## config.mk

```make
export PLATFORM = sky130hd
export DESIGN_NAME = desc_load_ctrl_flat
export DESIGN_NICKNAME = d
export VERILOG_FILES = /design/src/rtl/desc_load_ctrl_if.sv /design/src/rtl/desc_load_ctrl.sv /design/src/flat_wrapper.sv
export SDC_FILE = /design/constraint.sdc
export NUM_CORES = 1
export LEC_CHECK = 0
export ABC_AREA = 0
export CELL_PAD_IN_SITES_DETAIL_PLACEMENT = 0
export CELL_PAD_IN_SITES_GLOBAL_PLACEMENT = 1
export CORE_MARGIN = 5
export CORE_UTILIZATION = 30
export DETAILED_ROUTE_END_ITERATION = 10
export GPL_TIMING_DRIVEN = 0
export PLACE_DENSITY_LB_ADDON = 0.1
export RECOVER_POWER = 50
export SYNTH_ARGS = -nofsm -noshare
export SYNTH_HDL_FRONTEND = slang
export SYNTH_SLANG_ARGS = --single-unit
```

## constraint.sdc

```tcl
create_clock -name clk -period 5.9 [get_ports clk]
set_clock_uncertainty 0.05 [all_clocks]
set_input_delay 1.18 -clock clk [delete_from_list [all_inputs] [get_ports clk]]
set_output_delay 1.18 -clock clk [all_outputs]
set_load 0.01 [all_outputs]
```

## src/rtl/desc_load_ctrl_if.sv

```systemverilog
// Dword memory port between the descriptor loader (master) and the memory system (slave).
interface desc_load_ctrl_if;
    logic        mem_req;
    logic        mem_we;
    logic [31:0] mem_addr;
    logic [31:0] mem_wdata;
    logic        mem_ack;
    logic [31:0] mem_rdata;

    modport master (output mem_req, mem_we, mem_addr, mem_wdata,
                    input  mem_ack, mem_rdata);
    modport slave  (input  mem_req, mem_we, mem_addr, mem_wdata,
                    output mem_ack, mem_rdata);
endinterface

```

## src/rtl/desc_load_ctrl.sv

```systemverilog
// Segment descriptor loader: fetches an 8-byte GDT/LDT entry over a dword port into the global registers.
// Optional macro DESC_LOAD_ACCESSED_EN adds write-back of the descriptor accessed bit (bit 40).
module desc_load_ctrl #(
    parameter int TIMEOUT_CYCLES = 255
) (
    input  logic        clk,
    input  logic        rst,
    input  logic        req,
    input  logic [15:0] req_selector,
    input  logic        req_target,
    output logic        req_ready,
    input  logic [31:0] gdtr_base,
    input  logic [15:0] gdtr_limit,
    input  logic [31:0] ldtr_base,
    input  logic [31:0] ldtr_limit,
    desc_load_ctrl_if.master mem,
    output logic        glob_descriptor_set,
    output logic [63:0] glob_descriptor_value,
    output logic        glob_descriptor_2_set,
    output logic [63:0] glob_descriptor_2_value,
    output logic        done,
    output logic        fault,
    output logic [1:0]  fault_kind,
    output logic [15:0] fault_ec
);
    typedef enum logic [2:0] {IDLE, RD_LO, RD_HI, WR_ACC, FINISH, FAULT} state_t;

    localparam logic [7:0] TO_LAST   = 8'(TIMEOUT_CYCLES - 1);
    localparam logic [1:0] K_NULL    = 2'd0;
    localparam logic [1:0] K_LIMIT   = 2'd1;
    localparam logic [1:0] K_TIMEOUT = 2'd2;

    state_t      state;
    logic        tgt_q;
    logic [31:0] addr_hi_q;
    logic [31:0] lo_q;
    logic [7:0]  tcnt;

    logic [31:0] tbl_base;
    logic [31:0] tbl_limit;
    logic [31:0] offs;
    logic [31:0] sel_top;
    logic [31:0] hi_fin;
    logic        is_null;
    logic        over_limit;
    logic        fin_now;

`ifdef DESC_LOAD_ACCESSED_EN
    logic        we_q;
    logic [31:0] wdata_q;
    logic [31:0] hi_q;
    assign mem.mem_we    = we_q;
    assign mem.mem_wdata = wdata_q;
    assign hi_fin        = (state == WR_ACC) ? hi_q : mem.mem_rdata;
    // Finish straight from RD_HI only when the accessed bit is already set.
    assign fin_now = mem.mem_ack &&
                     (((state == RD_HI) && mem.mem_rdata[8]) || (state == WR_ACC));
`else
    assign mem.mem_we    = 1'b0;
    assign mem.mem_wdata = 32'h0;
    assign hi_fin        = mem.mem_rdata;
    assign fin_now       = mem.mem_ack && (state == RD_HI);
`endif

    always_comb begin
        tbl_base   = req_selector[2] ? ldtr_base  : gdtr_base;
        tbl_limit  = req_selector[2] ? ldtr_limit : {16'h0, gdtr_limit};
        offs       = {16'h0, req_selector[15:3], 3'b000};
        sel_top    = {16'h0, req_selector[15:3], 3'b111};
        is_null    = !req_selector[2] && (req_selector[15:3] == 13'd0);
        over_limit = sel_top > tbl_limit;
    end

    always_ff @(posedge clk) begin
        if (rst) begin
            state                   <= IDLE;
            req_ready               <= 1'b1;
            mem.mem_req             <= 1'b0;
            mem.mem_addr            <= 32'h0;
            tgt_q                   <= 1'b0;
            addr_hi_q               <= 32'h0;
            lo_q                    <= 32'h0;
            tcnt                    <= 8'h0;
            glob_descriptor_set     <= 1'b0;
            glob_descriptor_2_set   <= 1'b0;
            glob_descriptor_value   <= 64'h0;
            glob_descriptor_2_value <= 64'h0;
            done                    <= 1'b0;
            fault                   <= 1'b0;
            fault_kind              <= K_NULL;
            fault_ec                <= 16'h0;
`ifdef DESC_LOAD_ACCESSED_EN
            we_q                    <= 1'b0;
            wdata_q                 <= 32'h0;
            hi_q                    <= 32'h0;
`endif
        end else begin
            done                  <= 1'b0;
            fault                 <= 1'b0;
            glob_descriptor_set   <= 1'b0;
            glob_descriptor_2_set <= 1'b0;
            case (state)
                IDLE: if (req) begin
                    tgt_q     <= req_target;
                    addr_hi_q <= tbl_base + offs + 32'd4;
                    fault_ec  <= {req_selector[15:2], 2'b00};
                    req_ready <= 1'b0;
                    if (is_null) begin
                        state      <= FAULT;
                        fault      <= 1'b1;
                        fault_kind <= K_NULL;
                    end else if (over_limit) begin
                        state      <= FAULT;
                        fault      <= 1'b1;
                        fault_kind <= K_LIMIT;
                    end else begin
                        state        <= RD_LO;
                        mem.mem_req  <= 1'b1;
                        mem.mem_addr <= tbl_base + offs;
                        tcnt         <= 8'h0;
                    end
                end
                RD_LO, RD_HI, WR_ACC: begin
                    if (mem.mem_ack) begin
                        if (state == RD_LO) begin
                            lo_q         <= mem.mem_rdata;
                            state        <= RD_HI;
                            mem.mem_addr <= addr_hi_q;
                            tcnt         <= 8'h0;
                        end
`ifdef DESC_LOAD_ACCESSED_EN
                        else if ((state == RD_HI) && !mem.mem_rdata[8]) begin
                            state   <= WR_ACC;
                            we_q    <= 1'b1;
                            wdata_q <= mem.mem_rdata | 32'h100;
                            hi_q    <= mem.mem_rdata | 32'h100;
                            tcnt    <= 8'h0;
                        end
`endif
                    end else if (tcnt == TO_LAST) begin
                        state       <= FAULT;
                        mem.mem_req <= 1'b0;
                        fault       <= 1'b1;
                        fault_kind  <= K_TIMEOUT;
`ifdef DESC_LOAD_ACCESSED_EN
                        we_q        <= 1'b0;
`endif
                    end else begin
                        tcnt <= tcnt + 8'd1;
                    end
                end
                default: begin
                    state     <= IDLE;
                    req_ready <= 1'b1;
                end
            endcase
            // Completion overrides the per-state updates above.
            if (fin_now) begin
                state       <= FINISH;
                mem.mem_req <= 1'b0;
                done        <= 1'b1;
`ifdef DESC_LOAD_ACCESSED_EN
                we_q        <= 1'b0;
`endif
                if (tgt_q) begin
                    glob_descriptor_2_set   <= 1'b1;
                    glob_descriptor_2_value <= {hi_fin, lo_q};
                end else begin
                    glob_descriptor_set     <= 1'b1;
                    glob_descriptor_value   <= {hi_fin, lo_q};
                end
            end
        end
    end
endmodule
```

## src/flat_wrapper.sv

```systemverilog
// flat-port wrapper written by rule: the top's interface ports become plain ports
module desc_load_ctrl_flat 
#(
    parameter int TIMEOUT_CYCLES = 255
)
  (clk, rst, req, req_selector, req_target, req_ready, gdtr_base, gdtr_limit, ldtr_base, ldtr_limit, glob_descriptor_set, glob_descriptor_value, glob_descriptor_2_set, glob_descriptor_2_value, done, fault, fault_kind, fault_ec, mem_mem_req, mem_mem_we, mem_mem_addr, mem_mem_wdata, mem_mem_ack, mem_mem_rdata);
  desc_load_ctrl_if mem_i ();
  input  logic clk;
  input  logic rst;
  input  logic req;
  input  logic [15:0] req_selector;
  input  logic req_target;
  output logic req_ready;
  input  logic [31:0] gdtr_base;
  input  logic [15:0] gdtr_limit;
  input  logic [31:0] ldtr_base;
  input  logic [31:0] ldtr_limit;
  output logic glob_descriptor_set;
  output logic [63:0] glob_descriptor_value;
  output logic glob_descriptor_2_set;
  output logic [63:0] glob_descriptor_2_value;
  output logic done;
  output logic fault;
  output logic [1:0] fault_kind;
  output logic [15:0] fault_ec;
  output wire logic [$bits(mem_i.mem_req)-1:0] mem_mem_req;
  output wire logic [$bits(mem_i.mem_we)-1:0] mem_mem_we;
  output wire logic [$bits(mem_i.mem_addr)-1:0] mem_mem_addr;
  output wire logic [$bits(mem_i.mem_wdata)-1:0] mem_mem_wdata;
  input wire logic [$bits(mem_i.mem_ack)-1:0] mem_mem_ack;
  input wire logic [$bits(mem_i.mem_rdata)-1:0] mem_mem_rdata;
  assign mem_mem_req = mem_i.mem_req;
  assign mem_mem_we = mem_i.mem_we;
  assign mem_mem_addr = mem_i.mem_addr;
  assign mem_mem_wdata = mem_i.mem_wdata;
  assign mem_i.mem_ack = mem_mem_ack;
  assign mem_i.mem_rdata = mem_mem_rdata;
  desc_load_ctrl #(.TIMEOUT_CYCLES(TIMEOUT_CYCLES)) u_core (.clk(clk), .rst(rst), .req(req), .req_selector(req_selector), .req_target(req_target), .req_ready(req_ready), .gdtr_base(gdtr_base), .gdtr_limit(gdtr_limit), .ldtr_base(ldtr_base), .ldtr_limit(ldtr_limit), .mem(mem_i), .glob_descriptor_set(glob_descriptor_set), .glob_descriptor_value(glob_descriptor_value), .glob_descriptor_2_set(glob_descriptor_2_set), .glob_descriptor_2_value(glob_descriptor_2_value), .done(done), .fault(fault), .fault_kind(fault_kind), .fault_ec(fault_ec));
endmodule
```

# Yosys cells after proc, flatten, opt, wreduce, memory -nomap -nowiden
# Index checks and enable logic that the tools add are counted.
dict set report word_totals {
  register_bits 258
  latch_bits 0
  ramBits 0
  rom_bits 0
  inputBits 165
  wordCells 108
  mem_count 0
}
dict set report op_classes {
  addsub 3
  mul 0
  div 0
  order_cmp 1
  eq_ne 18
  shift 0
  n_mux 46
  bitwise_logic 3
  n_reduce_logical 20
}
# operator count
set op_table {}
lappend op_table {{2-to-1 mux 32 bit} 7}
lappend op_table {{one-hot mux 32 bit (2 select lines)} 1}
lappend op_table {{2-to-1 mux 8 bit} 6}
lappend op_table {{adder 32 x 16 -> 32 bit} 1}
lappend op_table {{adder 32 x 3 -> 32 bit, second input constant} 1}
lappend op_table {{> comparator 16 x 32 -> 1 bit} 1}
lappend op_table {{2-to-1 mux 3 bit} 7}
lappend op_table {{AND reduction 6 bit} 3}
lappend op_table {{one-hot mux 8 bit (2 select lines)} 1}
lappend op_table {{2-to-1 mux 1 bit} 14}
lappend op_table {{logical NOT 13 bit} 1}
lappend op_table {{2-to-1 mux 2 bit} 5}
lappend op_table {{!= test 2 bit, second input constant} 5}
lappend op_table {{!= test 3 x 2 -> 1 bit, second input constant} 3}
lappend op_table {{AND reduction 3 bit} 3}
lappend op_table {{adder 8 x 1 -> 8 bit, second input constant} 1}
lappend op_table {{equality test 8 bit, second input constant} 1}
lappend op_table {{!= test 4 x 2 -> 1 bit, second input constant} 2}
lappend op_table {{AND reduction 2 bit} 4}
lappend op_table {{equality test 3 x 2 -> 1 bit, second input constant} 2}
lappend op_table {{one-hot mux 1 bit (2 select lines)} 3}
lappend op_table {{one-hot mux 3 bit (2 select lines)} 1}
lappend op_table {{AND reduction 5 bit} 1}
lappend op_table {{!= test 2 x 1 -> 1 bit, second input constant} 2}
lappend op_table {{11 further kinds} 15}

# Logic depth before layout (Yosys ltp)
# Gate-level depths: netlist of the first run.
dict set report depth {
  ltp_word 7
  mapped_depth 19
  mapped_depth_nobuf 13
}

# Worst setup path before layout of the first run
# Ideal clock, no wire load.
dict set report synth_timing {
  path_kind {in2reg}
  startpoint {input req_selector[2]}
  endpoint {register u_core.addr_hi_q[27]}
  arrival_ps 5936
  setup_slack_ps -172
  cell_stages 19
  n_path_buf 8
  path_cell_list {buf_4 buf_2 buf_2 buf_2 buf_1 buf_1 mux2_2 ha_1 buf_4 a21oi_1 o22ai_1 or4_4 a211oi_4 o2111ai_1 or4b_1 buf_6 nor4_1 xor2_1 a211oi_1}
}
dict set report synth_between {
  elab_chain_cells 3
}
# item line
set synth_lines {}
lappend synth_lines {{from (decl)} flat_wrapper.sv:11} ;# input logic [15:0] req_selector;
lappend synth_lines {{2-to-1 mux 32 bit} desc_load_ctrl.sv:66} ;# tbl_base = req_selector[2] ? ldtr_base : gdtr_base;
lappend synth_lines {{adder 32 x 16 -> 32 bit} desc_load_ctrl.sv:105} ;# addr_hi_q <= tbl_base + offs + 32'd4;
lappend synth_lines {{adder 32 x 3 -> 32 bit} desc_load_ctrl.sv:105}
lappend synth_lines {{to (signal assigned)} desc_load_ctrl.sv:105}
lappend synth_lines {{to (decl)} desc_load_ctrl.sv:35} ;# logic [31:0] addr_hi_q;
# Every way passes these cells.
# A chain may end at the register's enable or synchronous reset.

# Final worst setup path of the first run
dict set report layout_timing {
  startpoint {input req_selector[2]}
  endpoint {register u_core.addr_hi_q[26]}
}
# The elaborated chain is that of the path after synthesis.

==> reports/metrics.cfg, run 1 <==
[final_layout]
nFillCells=4217
nets=2164
mostFrequentLayoutCells=435 x nand2_1, 258 x dfxtp_1, 223 x a21oi_1
final_cells=2522
layout_commonest_cell=nand2_1
drive_gt1_share_pct=6.734
insertedDiodeCount=0
syn_to_final_growth_pct=43.52

[synth]
ys.flop_type=dfxtp_1
synth_cells=1561
ys_async_sr_fraction_pct=0
synth_edf_count=0
synth_area_leaders=dfxtp_1 42%, nand2_1 13%, a21oi_1 9.1%
synth_cell_types=69
yosys_warnings=0
syn_avg_cell_area_um2=7.835
yosysSeqAreaShare_pct=42.23
netlist.area_leader.share_pct=42.23
yosysTopAreaCell=dfxtp_1
ys_seq_elements=258
syn-cell-area_mm2=0.01223

[place]
hpwlAfterDp_um=37720
gp_congestion=0.8719
post-place-ws_ns=-1.533
dp_cells=2470
io_buffers=343

[floorplanning]
rows=74
start_util_pct=30.16
core_area_mm2=0.04055
chipHeight_um=211.9
dieWidth_um=211.9
design.portCount=382
die_area_mm2=0.04491

[global_route]
antenna_found_initial=1
grt_max_degree=20
first_global_vias=11970
grt.overflow.total=0
grtUsageTotal_pct=20.22
grt_pass1_wl_um=71370

[power_and_ir_drop]
peakVddDrop_v=0.0002271
total_power_uw=4749
static-leakage-power_uw=0.006873
power.density_mw_per_mm2=270.5

[clock_network]
cts_hold_buf=0
clkLatencyLatePin_ns=0.58
root_buffer=clkbuf_16
path_clk_slew_ns=0.06
clockBufferDepth=3
tritoncts=done
cts.sinks=258
cts_max_level=1
cts_buffers=30

[sta]
fin_crit_sh_pct=94.65
hold_viol=0
slew_viol_final=0
layout_setup_ws_ns=0.3159
tns_ns=0
setup_viol=0
relSlewSlack_pct=17.41
fmax_ghz=0.1791
worst_pin_slew_ns=1.228
rsz0062_at_grt=no
period_minus_slack_ns=5.584

[critical_path]
path_max_fanout=28
crit_type=in2reg
crit_slowest_cell=or4b_1
critPathCaptureType=flip-flop
path_cells=clkdlybuf4s50_1 -> buf_6 -> buf_8 -> buf_4 -> mux2i_2 -> inv_1 -> ha_1 -> a211oi_1 -> o211ai_1 -> nand3_1 -> and2_1 -> xnor2_1 -> or4b_1 -> buf_6 -> nor4_4 -> xnor2_1 -> a211oi_1
start_kind=input port
arrival_ns=6.01
required_ns=6.33
slowest_delay_ns=0.57

[drt]
drc=0
drtAntennaViolNets=0
routedWlPerCell_um=18.61
via_per_inst=4.751
first_iter_violations=631
vias=11980
dr.pass1.iters=5
routed_wl_um=46930

[status]
status=complete, no violations

[hold_path]
hp-class=reg2reg

[flow_run]
maxCapViolCount=0

## per-layer routing
metal / wire length (um) / up-vias / part of all wire, % / GRT usage (%)
met4: 1125 / 0 / 2.4 / 5.153
met1: 20330 / 5534 / 43 / 25.63
met3: 1973 / 64 / 4.2 / 2.919
met5: 0 / - / 0 / 0
met2: 23490 / 280 / 50 / 36.14
li1: - / 6103 / - / -
## metrics by stage
step	instance area (um2)	hold slack [ns]	utilization, %
floorplan	12360	0.3821	-
global placement	16460	0.3892	40.59
detailed placement	16460	0.3976	40.59
CTS	17520	0.4054	43.19
global route	17550	0.4195	43.28
finish	17550	0.3989	43.28
## synthesized netlist by cell type, types with 3 or more instances
cell type / instances
a21oi_1: 223
a311oi_1: 15
o21a_1: 5
nand3b_1: 4
buf_2: 8
a211oi_1: 41
xor2_1: 21
nand2b_1: 5
and2_1: 5
nor2b_1: 4
ha_1: 29
xnor2_1: 30
inv_1: 10
nor3_1: 17
and4_1: 3
a21o_1: 11
mux2i_1: 41
clkbuf_1: 83
mux2_2: 15
dfxtp_1: 258
nand4_1: 16
nand3_1: 22
o211ai_1: 4
nand2_1: 435
nor2_1: 107
buf_1: 7
nor4_1: 21
nor3b_1: 4
or2_2: 4
buf_4: 37
o21ai_0: 25
nor4_2: 3
## cell families after synthesis
logic type                 synth area share, %
other                                  0.03066
xor gates and xnor gates                 3.652
DFF                                      42.23
and+or+nand+nor                          23.50
muxes                                    4.737
buffers and inverters                    5.760
adders and majority gates                3.130
AOI/OAI and AO/OA                        16.96
## timing repair
item                                   4_1_cts  5_1_grt
pin swaps                                    1        1
endpoints found under the hold margin        0        0
setup endpoints to repair                   60       33
resized for setup                            8        5
setup buffers                                1        1
## state kept, by name, summed over array words and instances, names as in the netlist, 2 cells and up
register	flops
u_core.addr_hi_q	32
u_core.glob_descriptor_2_value	64
u_core.state	3
u_core.mem.mem_addr	32
u_core.fault_ec	14
u_core.glob_descriptor_value	64
u_core.lo_q	32
u_core.tcnt	8
u_core.fault_kind	2
## area by class of cell
| cell class | count | area (um2) | share of cell area [%] |
|---|---|---|---|
| inverter | 10 | 37.54 | 0.2138 |
| clock buffer | 41 | 852.1 | 4.854 |
| multi-input combinational | 1191 | 6551 | 37.32 |
| sequential | 258 | 5165 | 29.42 |
| timing repair buffer | 345 | 3448 | 19.65 |
| buffer | 133 | 670.6 | 3.821 |
| tap | 532 | 665.6 | 3.792 |
| clock inverter | 12 | 162.7 | 0.9267 |
## worst max-delay path, delay by kind of cell
kind | cells | cell delay (ns)
AOI/OAI and AO/OA | 3 | 0.98
xor gates and xnor gates | 2 | 0.31
adders and majority gates | 1 | 0.27
buffers and inverters | 6 | 1.56
muxes | 1 | 0.35
and+or+nand+nor | 4 | 1.33
## path summary, 6_finish.rpt
check                                                                      from                                               to  cells past startpoint  slack (ns)
worst min-delay path            u_core.glob_descriptor_2_value[59]$_SDFFE_PP0P_  u_core.glob_descriptor_2_value[59]$_SDFFE_PP0P_                      2        0.40
worst max register to register                     u_core.state[1]$_SDFFE_PP0P_             u_core.mem.mem_addr[12]$_SDFFE_PP0P_                      7        3.05
worst max-delay path                                            req_selector[2]                u_core.addr_hi_q[26]$_SDFFE_PP0P_                     17        0.32
worst min register to register  u_core.glob_descriptor_2_value[59]$_SDFFE_PP0P_  u_core.glob_descriptor_2_value[59]$_SDFFE_PP0P_                      2        0.40
## where the power goes
part           leakage (uW)  internal, uW  switching, uW  total (uW)
registers           0.00210          1830           59.8        1890
logic               0.00428           401            556         957
clock network      0.000500          1140            759        1900
total               0.00687          3370           1380        4750
Note: power is estimated with default switching activity, not from simulation.
==> run 2: changes to the inputs <==
Settings changed: CORE_UTILIZATION 30 to 39, DONT_BUFFER_PORTS set to 1.
==> run 2 against run 1 <==
Via count shrank 9.3%. Critical endpoint is now u_core.addr_hi_q[30]$_SDFFE_PP0P_. Flip-flop and latch count is the same. Sequential power grew 3%. Worst hold slack gained 0.0035 ns. Largest cell class unchanged. Utilization grew 1.7 points. Global-route usage grew 2.5 points. Critical path depth is the same. Die area shrank 22%. Register-to-register slack lost 0.11 ns. Final cell count shrank 19%.
==> reports/metrics.cfg, run 2 (synthesis gave the netlist of run 1 again) <==
[sta]
fin_crit_sh_pct=93.13  ; -1.5 points
fmax_ghz=0.1820  ; +1.6%
worst_pin_slew_ns=1.181  ; -0.04607 ns
slew_viol_final=0  ; unchanged
relSlewSlack_pct=20.51  ; +3.1 points
rsz0062_at_grt=no
setup_viol=0  ; unchanged
hold_viol=0  ; unchanged
period_minus_slack_ns=5.495  ; -0.08913 ns

[place]
hpwlAfterDp_um=33040  ; -12%
gp_congestion=0.8808  ; +1.0%
dp_cells=1991  ; -19%
io_buffers=0  ; -100%

[clock_network]
clkLatencyLatePin_ns=0.55  ; -0.03 ns
cts.sinks=258  ; unchanged
tritoncts=done
root_buffer=clkbuf_16
cts_buffers=29  ; -3.3%
path_clk_slew_ns=0.06  ; about the same
clockBufferDepth=3  ; unchanged
cts_max_level=1  ; unchanged

[critical_path]
crit_slowest_cell=or4_4
crit_top_cell=buf_4
required_ns=6.29  ; -0.04 ns
path_max_fanout=19  ; -32%
critPathCaptureType=flip-flop
arrival_ns=5.89  ; -0.12 ns
path_buf_inv=6  ; unchanged
path_cells=buf_4 -> buf_2 -> buf_4 -> clkbuf_4 -> mux2_2 -> ha_1 -> buf_4 -> a21oi_1 -> o22ai_1 -> or4_4 -> a211oi_4 -> o2111ai_1 -> or4b_1 -> buf_6 -> nor3_4 -> a211oi_1 -> nor4_1
slowest_delay_ns=0.53  ; -0.04 ns
start_kind=input port
critPathTopFamily=simple AND/OR/NAND/NOR gates
crit_type=in2reg

[drt]
vias=10870  ; -9.3%
first_iter_violations=546  ; -13%
routedWlPerCell_um=20.48  ; +10%
dr.pass1.iters=5  ; unchanged
drc=0  ; unchanged
drtAntennaViolNets=0  ; unchanged
routed_wl_um=41800  ; -11%
via_per_inst=5.325  ; +12%

[final_layout]
fin_util_pct=44.94  ; +1.7 points
syn_to_final_growth_pct=12.98
reg.largest.list=u_core.glob_descriptor_2_value x64, u_core.glob_descriptor_value x64
mostFrequentLayoutCells=435 x nand2_1, 258 x dfxtp_1, 223 x a21oi_1
insertedDiodeCount=0  ; unchanged
nFillCells=3238  ; -23%
nets=1819  ; -16%
final_cells=2041  ; -19%
drive_gt1_share_pct=7.720  ; +0.99 points
layout_commonest_cell=nand2_1

[power_and_ir_drop]
static-leakage-power_uw=0.004954  ; -28%
clkPwrFrac_pct=40.3  ; +0.4 points
internal-power_uw=3130  ; -7.2%
peakVddDrop_v=0.0002167  ; -4.6%
comb_power_share_pct=15.8  ; -4.4 points
swShare_pct=28.97  ; about the same
p_seq_share_pct=43.9  ; +4.0 points
power.density_mw_per_mm2=318.8  ; +18%
switching_power_uw=1276  ; -7.2%

[floorplanning]
start_util_pct=39.77  ; +9.6 points
dieWidth_um=187.1  ; -12%
core_area_mm2=0.03075  ; -24%
die_area_mm2=0.03500  ; -22%
chipHeight_um=187.1  ; -12%
design.portCount=382  ; unchanged
rows=64  ; -14%

[global_route]
first_global_vias=10430  ; -13%
grtUsageTotal_pct=22.67  ; +2.5 points
grt_pass1_wl_um=63500  ; -11%
grt_max_degree=20  ; unchanged
grt.overflow.total=0  ; unchanged
antenna_found_initial=2  ; +1

[status]
status=complete, no violations

[flow_run]
maxCapViolCount=0  ; unchanged

[hold_path]
hp-class=reg2reg

[run 2: what timing repair did]
action                     in CTS  in global routing
gates resized for setup         2                  4
hold buffers                    0                  0
setup endpoints to repair      10                 14
pin swaps                       0                  0
buffers inserted                0                  0
[run 2: worst min-delay path, stage by stage, from the launching register on]
cell and delay [ns]:
dfxtp_1 0.31, nand2_1 0.05, a21oi_1 0.05
[run 2: path summary, 6_finish.rpt]
path | cells past startpoint | slack, ns | start | endpoint
worst max register to register | 7 | 2.94 | u_core.state[1]$_SDFFE_PP0P_ | u_core.glob_descriptor_2_value[61]$_SDFFE_PP0P_
worst max-delay path | 17 | 0.41 | req_selector[2] | u_core.addr_hi_q[30]$_SDFFE_PP0P_
worst min-delay path | 2 | 0.40 | u_core.addr_hi_q[11]$_SDFFE_PP0P_ | u_core.addr_hi_q[11]$_SDFFE_PP0P_
worst min register to register | 2 | 0.40 | u_core.addr_hi_q[11]$_SDFFE_PP0P_ | u_core.addr_hi_q[11]$_SDFFE_PP0P_
[run 2: cell type report]
cell class / count / area, um2 / share of cell area (%)
multi-input combinational: 1191 / 6515 / 47.15
sequential: 258 / 5165 / 37.38
tap: 396 / 495.5 / 3.586
buffer: 134 / 664.4 / 4.808
clock buffer: 45 / 865.8 / 6.266
inverter: 10 / 37.54 / 0.2716
clock inverter: 7 / 75.07 / 0.5433
[run 2: per-layer routing]
| metal | global-route usage (%) | vias to the layer above | wire (um) |
|---|---|---|---|
| li1 | - | 5408 | - |
| met1 | 27.33 | 5105 | 17270 |
| met2 | 39.91 | 288 | 20340 |
| met3 | 6.308 | 64 | 2895 |
| met4 | 5.859 | 4 | 1271 |
| met5 | 0 | - | 25 |
[run 2: stage by stage]
| step | area, um2 | total power, uW | setup TNS, ns | hold WS, ns | setup slack [ns] |
|---|---|---|---|---|---|
| after floorplan | 12360 | 2460 | 0 | 0.3821 | 0.1382 |
| after global placement | 12860 | 2664 | -18.50 | 0.3904 | -0.6658 |
| after detailed placement | 12860 | 2669 | -22.19 | 0.3989 | -0.8290 |
| after CTS | 13800 | 4457 | 0 | 0.4053 | 0.1568 |
| after global routing | 13820 | 4617 | 0 | 0.4259 | 0.1294 |
| final | 13820 | 4406 | 0 | 0.4023 | 0.4051 |
[run 2: power groups by stage]
stage | clock [uW] | combinational, uW | sequential [uW]
floorplan | 0 | 522 | 1940
global route | 1890 | 780 | 1950
CTS | 1820 | 697 | 1940
finish | 1770 | 697 | 1940
detailed placement | 0 | 693 | 1980
global placement | 0 | 689 | 1980
==> edit 1: new RTL, settings of run 2 <==
Re-encode `state_t` (6 states) as Gray code, 3 bits wide.
--- a/src/rtl/desc_load_ctrl.sv
+++ b/src/rtl/desc_load_ctrl.sv
@@ -24,5 +24,5 @@
     output logic [15:0] fault_ec
 );
-    typedef enum logic [2:0] {IDLE, RD_LO, RD_HI, WR_ACC, FINISH, FAULT} state_t;
+    typedef enum logic [2:0] {IDLE = 3'b000, RD_LO = 3'b001, RD_HI = 3'b011, WR_ACC = 3'b010, FINISH = 3'b110, FAULT = 3'b111} state_t;
 
     localparam logic [7:0] TO_LAST   = 8'(TIMEOUT_CYCLES - 1);
Function: same outputs for any inputs over 4 cycles, from zero or initial values and one cycle with rst high; so few cycles prove little.
==> edit 1 against run 2 <==
- design area rose by 1.1%
- sequential cell count did not move
- highest routed layer is now met4
- worst setup slack got worse by 100 ps
- via count rose by 1.0%
- wire length barely moved
- area after synthesis rose by 0.44%
Power is not compared: it rests on default switching activity, and its combinational part moved more than twofold at a synthesized area within 25%.
==> edit 1: results (changes against run 2) <==
PortBufs 0 (unchanged); worst hold path type flip-flop to flip-flop; async set-reset flop share out of synthesis 0% (unchanged); Reg clk slew, reported paths 60 ps (about the same); status complete, no violations; routed len/inst 20.3 µm (-0.92%); Worst path max stage delay 500 ps (-30 ps); Top delay family on crit path compound AO/OA/AOI/OAI gates; Nets 1835 (+0.88%); Routed WL 41800 µm (about the same); Worst Path Arrival 5990 ps (+100 ps); top post-synthesis cells by area dfxtp_1, nand2_1, a21oi_1; fraction of layout cells with a size suffix above 1 8.43% (+0.71 points); n_diodes 0 (unchanged); placed insts 2008 (+0.85%); antenna violations before repair 0 (-2); Inserted Clock Buffers 29 (unchanged); cells on worst reg2reg path 8 (+1); Worst Path Max Fanout 19 (unchanged); Clock Root Buffer clkbuf_16; max_slew headroom 33.2% (+13 points); Seq/Total Area, Yosys 42.0% (-0.18 points); drt first pass iters 5 (unchanged); Iter 0 DRT Violations 465 (-15%); Regs by FF count u_core.glob_descriptor_2_value: 64 flops, u_core.glob_descriptor_value: 64 flops; post-synth cell types 72 (+4.3%); Post-synth top cells nand2_1, dfxtp_1, a21oi_1, nor2_1, clkbuf_1; Slowest-stage cell, CP or4_1; vias in the first global route 10800 (+3.6%); GRT Total Usage 22.7% (about the same); worst IR drop on VDD approximately 0.21 mV; clk buf depth 3 (unchanged); first-pass GRT wire length 63800 µm (+0.53%); Place WS -1280 ps (-454 ps); Lkg Pwr approximately 5.0 nW; pin count of the biggest net entering global routing 20 (unchanged); CTS H-tree lvls 1 (unchanged); post-DP HPWL 32800 µm (-0.71%); Ys Warns 0 (unchanged); gpl congestion 0.826 (-6.2%); Cells after Synth 1572 (+0.70%); hold path depth 2 (unchanged); insertion delay to the later sink of the worst-skew pair 530 ps (-20 ps); vias per cell 5.32 (about the same)
edit 1: cell count changes after synthesis, sizes merged, moves of 8 or more:
cell | run 2 | this run
nor4 | 24 | 14
or3 | 2 | 12
nor3 | 20 | 11
a311oi | 15 | 23
and3 | 2 | 10
xor2 | 21 | 13
edit 1: final cells by class:
cell class                 instances  area, µm²
fill                            3291      17300
multi-input combinational       1202       6630
sequential                       258       5160
clock buffer                      43        848
buffer                           133        656
tap                              402        503
clock inverter                     8       98.8
inverter                          12       45.0
timing repair buffer               4       30.0
edit 1: metal layers:
layer	up-vias	GRT usage, %	share of wire, %
met5	-	0	0
met4	0	8.02	3.9
met3	80	6.33	7.4
met2	325	40.3	48
met1	5104	26.1	40
li1	5470	-	-
edit 1: path summary, 6_finish.rpt:
kind | start | end | slack, ps
worst max-delay path | req_selector[2] | u_core.addr_hi_q[31] | 310
worst min-delay path | u_core.addr_hi_q[4] | u_core.addr_hi_q[4] | 400
worst max register to register | u_core.state[1] | u_core.fault_ec[15] | 3140
worst min register to register | u_core.addr_hi_q[4] | u_core.addr_hi_q[4] | 400
edit 1: kinds of logic after synthesis:
kind of cell | count (synthesis) | synth area share [%]
AOI/OAI and AO/OA | 369 | 18.4
DFF | 258 | 42.0
other | 1 | 0.0305
buffers and inverters | 146 | 5.59
and+or+nand+nor | 675 | 23.5
adders and majority gates | 30 | 3.12
xor gates and xnor gates | 40 | 2.85
muxes | 53 | 4.50
edit 1: timing repair:
item / 4_1_cts / 5_1_grt
endpoints found under the setup margin: 43 / 5
setup buffers: 3 / 1
gates cloned: 0 / 0
hold buffers: 0 / 0
gates resized for setup: 11 / 4
pin swaps: 3 / 1
edit 1: report_power, final:
part | leakage [nW] | internal, W | switching [W]
clock network | 0.460 | 0.00107 | 0.000727
registers | 2.10 | 0.00202 | 0.000303
logic | 2.43 | 0.000511 | 0.00102
total | 4.98 | 0.00360 | 0.00205
edit 1: worst reg2reg max path, cell delays in order, from the launching register on:
cell	delay, ps
dfxtp_1	370
or2_2	350
nor2_1	210
and2_1	160
clkbuf_1	170
clkbuf_1	470
buf_1	610
nand2_1	150
a21oi_1	140
edit 1: per-stage QoR:
step	setup TNS, ps	instance area (µm²)	utilization [%]
4_1_cts	0	13900	44.5
2_1_floorplan	0	12400	-
3_5_place_dp	-39270	12900	41.3
6_report	0	14000	44.6
3_3_place_gp	-37630	12900	41.3
5_1_grt	-2.81	14000	44.6
==> edit 2: new RTL, flow settings as in run 2 <==
Made on the original files. Add a define of `DESC_LOAD_ACCESSED_EN`.
--- a/src/rtl/desc_load_ctrl.sv
+++ b/src/rtl/desc_load_ctrl.sv
@@ -1,4 +1,6 @@
 // Segment descriptor loader: fetches an 8-byte GDT/LDT entry over a dword port into the global registers.
 // Optional macro DESC_LOAD_ACCESSED_EN adds write-back of the descriptor accessed bit (bit 40).
+`define DESC_LOAD_ACCESSED_EN
+
 module desc_load_ctrl #(
     parameter int TIMEOUT_CYCLES = 255
Function: changed (a bounded check fails within 4 cycles, from zero or initial values and one cycle with rst high).
==> edit 2 against run 2 <==
- worst setup slack worse by 89 ps
- clock power is 23% higher
- die area is 11% higher
- final cell count is 7.2% higher
- combinational power is 58% higher
- non-clock buffer count is 14 lower
- design area is 12% higher
- sequential cell count is 33 higher
- wire length is 20% higher
- power is 28% higher
- critical path depth is 1 higher
- area after synthesis is 11% higher
- via count is 12% higher
- critical endpoint is now u_core.addr_hi_q[31]
==> edit 2: results (changes against run 2) <==
worst hold endpoint u_core.addr_hi_q[16]; routed len/inst 22.9 µm (+12%); grt met2 use 43.4% (+3.4 points); Synth Area in XOR/XNOR 2.31% (-1.3 points); Worst Path Max Fanout 10 (-9); Global Route met3 Usage 7.21% (+0.91 points); pin count of the biggest net entering global routing 14 (-30%); GRT Total Usage 24.7% (+2.0 points); r2r endpoint u_core.glob_descriptor_2_value[19]; CTS H-tree lvls 2 (+1); Met2 Wirelength 24700 µm (+22%); worst IR drop on VDD 0.178 mV (-18%); Lkg Pwr 5.57 nW (+12%); clk tree area frac 7.60% (+0.79 points); antenna violations before repair 0 (-2); fraction of layout cells with a size suffix above 1 6.98% (-0.74 points); status complete, no violations; Worst Path Arrival 5980 ps (+90 ps); Inserted Clock Buffers 34 (+17%); gpl congestion 0.894 (+1.5%); vias in the first global route 11800 (+13%); Iter 0 DRT Violations 771 (+41%); vias per cell 5.57 (+4.7%); Nets 1902 (+4.6%); Signal buf overhead 3.29% (-1.5 points); buffers outside the clock class 120 (-10%); r2r setup slk 2470 ps (-470 ps); first-pass GRT wire length 74200 µm (+17%); Worst Tran Pin Value 1180 ps (+3.33 ps); # fillers 3558 (+9.9%); top post-synthesis cells by area dfxtp_1, nand2_1, a21oi_1; Seq/Total Area, Yosys 42.8% (+0.53 points); Compound-Gate Fraction of Synth Area 20.5% (+3.6 points); WL met3 4450 µm (+54%)
edit 2: cell count changes after synthesis, sizes merged, moves of 8 or more:
cell,change
nand2,-60
a211oi,+51
nor2,+36
buf,-33
dfxtp,+33
a21oi,-27
mux2i,+25
clkbuf,+17
a31oi,+15
nor4,-14
o211ai,+10
xnor2,-9
o31ai,+8
edit 2: report_power, final:
| part | switching [W] | internal, W | total [W] |
|---|---|---|---|
| sequential | 0.000219 | 0.00215 | 0.00237 |
| combinational | 0.000739 | 0.000365 | 0.00110 |
| clock | 0.000843 | 0.00134 | 0.00218 |
edit 2: per-stage QoR:
stage	util (%)	instance area [µm²]	setup TNS (ps)	std cells	hold slack (ps)
floorplan	-	13600	0	1671	382
global placement	41.1	14200	-38020	2126	388
detailed placement	41.1	14200	-40020	2126	396
CTS	44.5	15400	0	2188	402
global route	44.7	15400	0	2188	427
finish	44.7	15400	0	2188	406
edit 2: worst max path at each step:
stage	to	slack [ps]	cells after the start
5_1_grt	u_core.addr_hi_q[28]	4	19
6_report	u_core.addr_hi_q[31]	320	18
3_3_place_gp	u_core.addr_hi_q[28]	-1110	19
4_1_cts	u_core.addr_hi_q[28]	60	19
3_5_place_dp	u_core.addr_hi_q[28]	-1130	19
2_1_floorplan	u_core.addr_hi_q[31]	70	18
edit 2: worst max-delay path: stages:
cell and delay (ps):
buf_6 130, buf_8 150, buf_2 260, buf_4 280, clkbuf_4 280, clkbuf_4 280
mux2i_2 350, inv_1 80, ha_1 270, a21o_1 210, and4_1 260, o2111ai_4 340
a31oi_4 200, xor2_1 240, or4_4 510, nand3b_4 240, or4b_1 530, a31oi_1 170
edit 2: timing repair:
item / CTS / global route
pin swaps: 0 / 1
gates resized for setup: 5 / 9
setup endpoints to repair: 50 / 43
setup buffers: 0 / 1
hold endpoints to repair: 0 / 0
